[src/rtl/icache_if.sv]
// Instruction-cache bus bundle: ifetch request/response plus memory-fill channel.
// slave  : the cache side (takes requests and fills, returns instructions).
// master : the ifetch/memory side (issues requests and fills).
interface icache_if #(
  parameter int unsigned INDEX_WIDTH = 4,
  parameter int unsigned TAG_WIDTH   = 27
);
  logic                   if2cache_en;
  logic [31:0]            if2cache_PC;
  logic                   cache2if_ready;
  logic                   cache2if_valid;
  logic [31:0]            cache2if_inst;
  logic [31:0]            cache2if_PC;
  logic                   cache2mem_upd_en;
  logic [31:0]            cache2mem_PC;
  logic                   mem2cache_upd;
  logic [INDEX_WIDTH-1:0] mem2cache_idx;
  logic [TAG_WIDTH-1:0]   mem2cache_tag;
  logic [31:0]            mem2if_inst_out;
  logic [31:0]            mem2cache_PC;

  modport slave (
    input  if2cache_en, if2cache_PC,
    input  mem2cache_upd, mem2cache_idx, mem2cache_tag, mem2if_inst_out, mem2cache_PC,
    output cache2if_ready, cache2if_valid, cache2if_inst, cache2if_PC,
    output cache2mem_upd_en, cache2mem_PC
  );

  modport master (
    output if2cache_en, if2cache_PC,
    output mem2cache_upd, mem2cache_idx, mem2cache_tag, mem2if_inst_out, mem2cache_PC,
    input  cache2if_ready, cache2if_valid, cache2if_inst, cache2if_PC,
    input  cache2mem_upd_en, cache2mem_PC
  );
endinterface

[src/rtl/icache.sv]
// Direct-mapped instruction cache, one 32-bit word per entry.
// Ports:
//   clk     - sole clock, all updates on posedge
//   rst_in  - synchronous active-high reset (overrides flush and rdy_in)
//   rdy_in  - global enable; low holds every register and entry
//   flush   - aborts any outstanding fetch; entries are kept
//   bus     - icache_if.slave: ifetch request/response and memory fill channel
// Hits return one cycle after acceptance; a miss raises cache2mem_upd_en until
// the fill pulse, then presents the filled word for one cycle.
module icache #(
  parameter int unsigned INDEX_WIDTH = 4,
  parameter int unsigned TAG_WIDTH   = 27
) (
  input  logic      clk,
  input  logic      rst_in,
  input  logic      rdy_in,
  input  logic      flush,
  icache_if.slave   bus
);

  localparam int unsigned ENTRIES = 32'(1) << INDEX_WIDTH;

  typedef enum logic [1:0] {IDLE, MISS, RESP} state_t;

  state_t                 state;
  logic [ENTRIES-1:0]     valid_bits;
  logic [TAG_WIDTH-1:0]   tag_mem  [ENTRIES];
  logic [31:0]            data_mem [ENTRIES];

  logic [INDEX_WIDTH-1:0] req_idx;
  logic [TAG_WIDTH-1:0]   req_tag;
  logic                   hit;
  logic                   fill_we;
  logic                   unused_inputs;

  // Lookup reads the arrays before this edge's fill lands (pre-write contents).
  assign req_idx = bus.if2cache_PC[INDEX_WIDTH:1];
  assign req_tag = bus.if2cache_PC[31 -: TAG_WIDTH];
  assign hit     = valid_bits[req_idx] && (tag_mem[req_idx] == req_tag);

  assign bus.cache2if_ready = (state == IDLE) && !flush && rdy_in;

  // A fill always writes its entry, whatever the state or flush.
  assign fill_we = !rst_in && rdy_in && bus.mem2cache_upd;

  // Halfword bit and the echoed fill address carry no information here.
  assign unused_inputs = ^{bus.if2cache_PC[0], bus.mem2cache_PC};

  // Tag/data arrays: no reset needed, valid bits gate their use.
  always_ff @(posedge clk) begin
    if (fill_we) begin
      tag_mem[bus.mem2cache_idx]  <= bus.mem2cache_tag;
      data_mem[bus.mem2cache_idx] <= bus.mem2if_inst_out;
    end
  end

  // Control FSM with registered outputs; cache2mem_PC doubles as the latched miss PC.
  always_ff @(posedge clk) begin
    if (rst_in) begin
      state                <= IDLE;
      valid_bits           <= '0;
      bus.cache2if_valid   <= 1'b0;
      bus.cache2if_inst    <= '0;
      bus.cache2if_PC      <= '0;
      bus.cache2mem_upd_en <= 1'b0;
      bus.cache2mem_PC     <= '0;
    end else if (rdy_in) begin
      if (bus.mem2cache_upd) begin
        valid_bits[bus.mem2cache_idx] <= 1'b1;
      end
      bus.cache2if_valid <= 1'b0;
      bus.cache2if_inst  <= '0;
      bus.cache2if_PC    <= '0;
      if (flush) begin
        state                <= IDLE;
        bus.cache2mem_upd_en <= 1'b0;
      end else begin
        unique case (state)
          IDLE: begin
            if (bus.if2cache_en) begin
              if (hit) begin
                bus.cache2if_valid <= 1'b1;
                bus.cache2if_inst  <= data_mem[req_idx];
                bus.cache2if_PC    <= bus.if2cache_PC;
              end else begin
                state                <= MISS;
                bus.cache2mem_upd_en <= 1'b1;
                bus.cache2mem_PC     <= bus.if2cache_PC;
              end
            end
          end
          MISS: begin
            if (bus.mem2cache_upd) begin
              state                <= RESP;
              bus.cache2mem_upd_en <= 1'b0;
              bus.cache2if_valid   <= 1'b1;
              bus.cache2if_inst    <= bus.mem2if_inst_out;
              bus.cache2if_PC      <= bus.cache2mem_PC;
            end
          end
          RESP: begin
            // Response is visible during RESP; leaving clears it.
            state <= IDLE;
          end
          default: begin
            state <= IDLE;
          end
        endcase
      end
    end
  end

endmodule

[src/flat_wrapper.sv]
// flat-port wrapper written by rule: the top's interface ports become plain ports
module icache_flat 
#(
  parameter int unsigned INDEX_WIDTH = 4,
  parameter int unsigned TAG_WIDTH   = 27
)
  (clk, rst_in, rdy_in, flush, bus_if2cache_en, bus_if2cache_PC, bus_mem2cache_upd, bus_mem2cache_idx, bus_mem2cache_tag, bus_mem2if_inst_out, bus_mem2cache_PC, bus_cache2if_ready, bus_cache2if_valid, bus_cache2if_inst, bus_cache2if_PC, bus_cache2mem_upd_en, bus_cache2mem_PC);
  icache_if #(.INDEX_WIDTH(INDEX_WIDTH), .TAG_WIDTH(TAG_WIDTH)) bus_i ();
  input  logic clk;
  input  logic rst_in;
  input  logic rdy_in;
  input  logic flush;
  input wire logic [$bits(bus_i.if2cache_en)-1:0] bus_if2cache_en;
  input wire logic [$bits(bus_i.if2cache_PC)-1:0] bus_if2cache_PC;
  input wire logic [$bits(bus_i.mem2cache_upd)-1:0] bus_mem2cache_upd;
  input wire logic [$bits(bus_i.mem2cache_idx)-1:0] bus_mem2cache_idx;
  input wire logic [$bits(bus_i.mem2cache_tag)-1:0] bus_mem2cache_tag;
  input wire logic [$bits(bus_i.mem2if_inst_out)-1:0] bus_mem2if_inst_out;
  input wire logic [$bits(bus_i.mem2cache_PC)-1:0] bus_mem2cache_PC;
  output wire logic [$bits(bus_i.cache2if_ready)-1:0] bus_cache2if_ready;
  output wire logic [$bits(bus_i.cache2if_valid)-1:0] bus_cache2if_valid;
  output wire logic [$bits(bus_i.cache2if_inst)-1:0] bus_cache2if_inst;
  output wire logic [$bits(bus_i.cache2if_PC)-1:0] bus_cache2if_PC;
  output wire logic [$bits(bus_i.cache2mem_upd_en)-1:0] bus_cache2mem_upd_en;
  output wire logic [$bits(bus_i.cache2mem_PC)-1:0] bus_cache2mem_PC;
  assign bus_i.if2cache_en = bus_if2cache_en;
  assign bus_i.if2cache_PC = bus_if2cache_PC;
  assign bus_i.mem2cache_upd = bus_mem2cache_upd;
  assign bus_i.mem2cache_idx = bus_mem2cache_idx;
  assign bus_i.mem2cache_tag = bus_mem2cache_tag;
  assign bus_i.mem2if_inst_out = bus_mem2if_inst_out;
  assign bus_i.mem2cache_PC = bus_mem2cache_PC;
  assign bus_cache2if_ready = bus_i.cache2if_ready;
  assign bus_cache2if_valid = bus_i.cache2if_valid;
  assign bus_cache2if_inst = bus_i.cache2if_inst;
  assign bus_cache2if_PC = bus_i.cache2if_PC;
  assign bus_cache2mem_upd_en = bus_i.cache2mem_upd_en;
  assign bus_cache2mem_PC = bus_i.cache2mem_PC;
  icache #(.INDEX_WIDTH(INDEX_WIDTH), .TAG_WIDTH(TAG_WIDTH)) u_core (.clk(clk), .rst_in(rst_in), .rdy_in(rdy_in), .flush(flush), .bus(bus_i));
endmodule
[config.mk]
export PLATFORM = sky130hd
export DESIGN_NAME = icache_flat
export DESIGN_NICKNAME = d
export VERILOG_FILES = /design/src/rtl/icache_if.sv /design/src/rtl/icache.sv /design/src/flat_wrapper.sv
export SDC_FILE = /design/constraint.sdc
export NUM_CORES = 1
export LEC_CHECK = 0
export BUFFER_PORTS_ARGS = -buffer_cell sky130_fd_sc_hd__buf_2
export CAP_MARGIN = 20
export CELL_PAD_IN_SITES_DETAIL_PLACEMENT = 0
export CELL_PAD_IN_SITES_GLOBAL_PLACEMENT = 1
export CORE_UTILIZATION = 36
export DETAILED_ROUTE_END_ITERATION = 10
export HOLD_SLACK_MARGIN = 0.02
export PLACE_DENSITY = 0.55
export SLEW_MARGIN = 15
export SYNTH_ARGS = -nofsm -noshare
export SYNTH_HDL_FRONTEND = slang
export SYNTH_SLANG_ARGS = --single-unit
export TNS_END_PERCENT = 10
[constraint.sdc]
create_clock -name clk -period 7.82 [get_ports clk]
set_clock_uncertainty 0.1 [all_clocks]
set_input_delay 1.564 -clock clk [delete_from_list [all_inputs] [get_ports clk]]
set_output_delay 1.564 -clock clk [all_outputs]
set_load 0.005 [all_outputs]
==> results.md <==
- Number of remaining DRC errors: 0
- CTS max path bufs: 3
- DRT antenna net count: 0
- Average size of a mapped cell: about 20 um^2
- Final nets: 2481
- Clk slew on worst S/H paths: 0.06 ns
- Total CTS buffers: 112
- Site Rows: approximately 120
- Power per Cell Area: 249 mW/mm^2
- Post-CTS Hold Buffers: 0
- Port bufs: between 150 and 200
- Die X: 343 um
- Crit path kind: primary input to flop
- WL/cell: 28.5 um
- Hold Path Depth: 2
- WP data arrival: roughly 5.7 ns
- Met2 Usage GRT: a little under a third
- Clk_lat worst skew: 0.72 ns
- Hold/Removal Path Class: flop to flop
- CP Capture Type: flop
- Worst Hold End: u_core.valid_bits[12]$_SDFFE_PP0P_
- M3 GR Usage: between 3 and 4%
- Max capacitance violation total: 0
- CTS root buf: clkbuf_16
- Worst setup margin: around 2.6 ns
- Final Max Slew Viols: 0
- Post-synth EDFFs: 944
- R2R Path End: u_core.bus.cache2if_inst[31]$_SDFFE_PP0P_
- Critical Path RT: a little over 8 ns
- Tot Pwr: 12100 uW
- Worst path slowest cell: buf_4
- R2R depth: 9
- DR pass1 iterations: 5
- GRT overflow: 0
- Max transition margin: around a quarter
- Asr flop ratio synth: 0%
- Non-Filler Instances: between 3000 and 4000
- Syn_nets: 2256
- Post-DP HPWL: between 60 and 70 mm
- Routed via count: around 22000
- Crit-path cells: buf_8 > buf_4 > mux4_2 > mux4_2 > xnor2_1 > o2111ai_1 > nor3_4 > buf_4 > nand2_2 > buf_4 > buf_4 > o21ai_1
- Synth warnings: 0
- Initial DRC Count: about 1800
- Clock Sinks: between 1000 and 1500
- All-Layer GR Usage: approximately a fifth
- Maximum VDD drop: 0.172 mV
- CTS tree: built
- Synth Cell Area: about 0.042 mm^2
- Lkg Pwr: approximately 0.015 uW
- Worst-Margin Slew: around 1.1 ns
- Setup violations, final: 0
- Yosys reg bits: about 1100
- Hold Path Origin: u_core.valid_bits[12]$_SDFFE_PP0P_
- CP max stage delay: 0.71 ns
- Vias/cell: around 5.5
- Worst R2R Setup Slack: between 3 and 4 ns
- Layout cells sized above 1: 29.1%
- Number of global-route vias before repair: ~22000
- Core area: around 0.11 mm^2
- First-pass GRT wire length: approximately 160 mm
- Netlist cell types: 62
- Busiest grt layer: met2
- Initial Utilization: between 30% and 40%
- Post-CTS setup buffer count: 0
- CTS resizes: 0
- Max Freq: 191 MHz
- Top FF cell, synth: edfxtp_1
- Fin crit period: between 5 and 6 ns
- M1 GR Usage: a little over a quarter
- Placed Instances: roughly 3700
- H-tree Lvls: 3
- Initial antenna violation count: 23
- Aggregate negative setup slack: 0 ns
- Status: completed
- Worst-path maximum fanout: 50
- Crit path top cell by count: buf_4
- Die height: between 300 and 400 um
- Final hold viol count: 0
- Post-place setup slack: roughly 1.8 ns
- Total Routed Length: 113 mm
- I/O Pins: ~230
- Fin crit share: between 60% and 70%
- Finished Core Util: a little over two fifths
- Seq/Total Area, Yosys: 73.3%
- Largest net degree at the start of global routing: 67
- Syn-to-layout area delta: 15.7%
- Routability congestion estimate from global placement: approximately 0.75
- Startpoint Class: primary input
- Critical R2R Launch: u_core.tag_mem[9][10]$_DFFE_PP_
- Total die area: approximately 0.12 mm^2
- Post-Syn Instances: roughly 2100
- RSZ-0062 raised after global routing: false
[critical path, delay by kind of cell]
family	cells	cell delay [ns]
AO/OA/AOI/OAI	2	0.31
XOR/XNOR	1	0.15
buffers and inverters	5	2.36
multiplexers	2	0.96
AND/OR/NAND/NOR	2	0.15
[through the flow]
step                hold slack (ns)  instance area, um^2
finish                        0.374                48500
global route                  0.389                48400
CTS                           0.372                48400
detailed placement            0.360                44800
global placement              0.355                44800
floorplan                     0.349                41900
[layer usage]
layer / wire length (um) / vias up
met5: 134 / -
met4: 2130 / 22
met3: 6610 / 185
met2: 53800 / 696
met1: 50300 / 11700
li1: - / 9313
[flip-flops by register name (all words and copies together) (netlist names)]
signal,flops
u_core.bus.cache2mem_PC,32
u_core.bus.cache2if_PC,32
u_core.bus.cache2if_valid,1
u_core.data_mem,512
u_core.tag_mem,432
u_core.bus.cache2mem_upd_en,1
u_core.valid_bits,16
u_core.state,2
u_core.bus.cache2if_inst,32
[worst max path at each step]
stage                             from                                   endpoint  slack (ns)  cells past startpoint
floorplan                       rdy_in            u_core.data_mem[0][0]$_DFFE_PP_        2.13                      6
global placement    bus_if2cache_PC[3]  u_core.bus.cache2if_inst[31]$_SDFFE_PP0P_        1.76                     11
detailed placement  bus_if2cache_PC[3]   u_core.bus.cache2if_inst[4]$_SDFFE_PP0P_        1.83                     12
CTS                 bus_if2cache_PC[3]   u_core.bus.cache2if_inst[9]$_SDFFE_PP0P_        2.59                     12
global route        bus_if2cache_PC[3]  u_core.bus.cache2if_inst[14]$_SDFFE_PP0P_        2.46                     12
finish              bus_if2cache_PC[3]   u_core.bus.cache2if_inst[9]$_SDFFE_PP0P_        2.59                     12
[logic make-up (layout without fill, tap and decap cells)]
| logic type | count (synthesis) | count (layout) | share of synthesized area (%) |
|---|---|---|---|
| AO/OA/AOI/OAI | 265 | 265 | 4.51 |
| XOR/XNOR | 37 | 37 | 0.774 |
| buffers and inverters | 194 | 515 | 2.19 |
| flip-flops | 1060 | 1060 | 73.3 |
| multiplexers | 320 | 320 | 15.6 |
| other | 0 | 3 | 0 |
| AND/OR/NAND/NOR | 247 | 247 | 3.70 |
[report_power, final]
group | internal (uW) | switching [uW]
clock | 3000 | 2250
sequential | 6210 | 19.0
combinational | 238 | 343
total | 9440 | 2610
[Yosys cell counts, types with 20 or more instances]
library cell,n,area share [%]
o21ai_1,32,0.38
mux2i_1,54,1.3
dfxtp_1,116,5.5
xnor2_1,27,0.56
nor2_1,32,0.29
edfxtp_1,944,68
mux4_2,253,14
nand2_1,23,0.21
clkbuf_1,76,0.68
o31ai_1,33,0.59
a22oi_1,95,1.7
inv_1,47,0.42
nor2b_1,39,0.58
nand4_1,40,0.60
o211ai_1,33,0.59
nor3b_1,20,0.36
buf_2,39,0.47
or3b_1,28,0.59
[layout by cell type, fill, tap and decap left out, drive strengths merged, types with 39 or more instances in the layout]
| cell type | synthesis | routed |
|---|---|---|
| a22oi | 95 | 95 |
| buf | 70 | 257 |
| clkbuf | 76 | 144 |
| clkinv | 1 | 49 |
| dfxtp | 116 | 116 |
| edfxtp | 944 | 944 |
| inv | 47 | 50 |
| mux2i | 54 | 54 |
| mux4 | 262 | 262 |
| nand4 | 40 | 40 |
| nor2b | 39 | 39 |
| o21ai | 40 | 40 |
[area by class of cell]
cell class              count  area [um^2]
fillers                 10100        66400
flip-flops and latches   1060        30700
multi-input cells         869        10400
clock buffers             144         2980
well taps                1512         1890
repair buffers            257         1620
clock inverters            66          654
inverters                  48          181
diodes                      3         7.51
No activity file was read; power rests on OpenSTA's default activity.
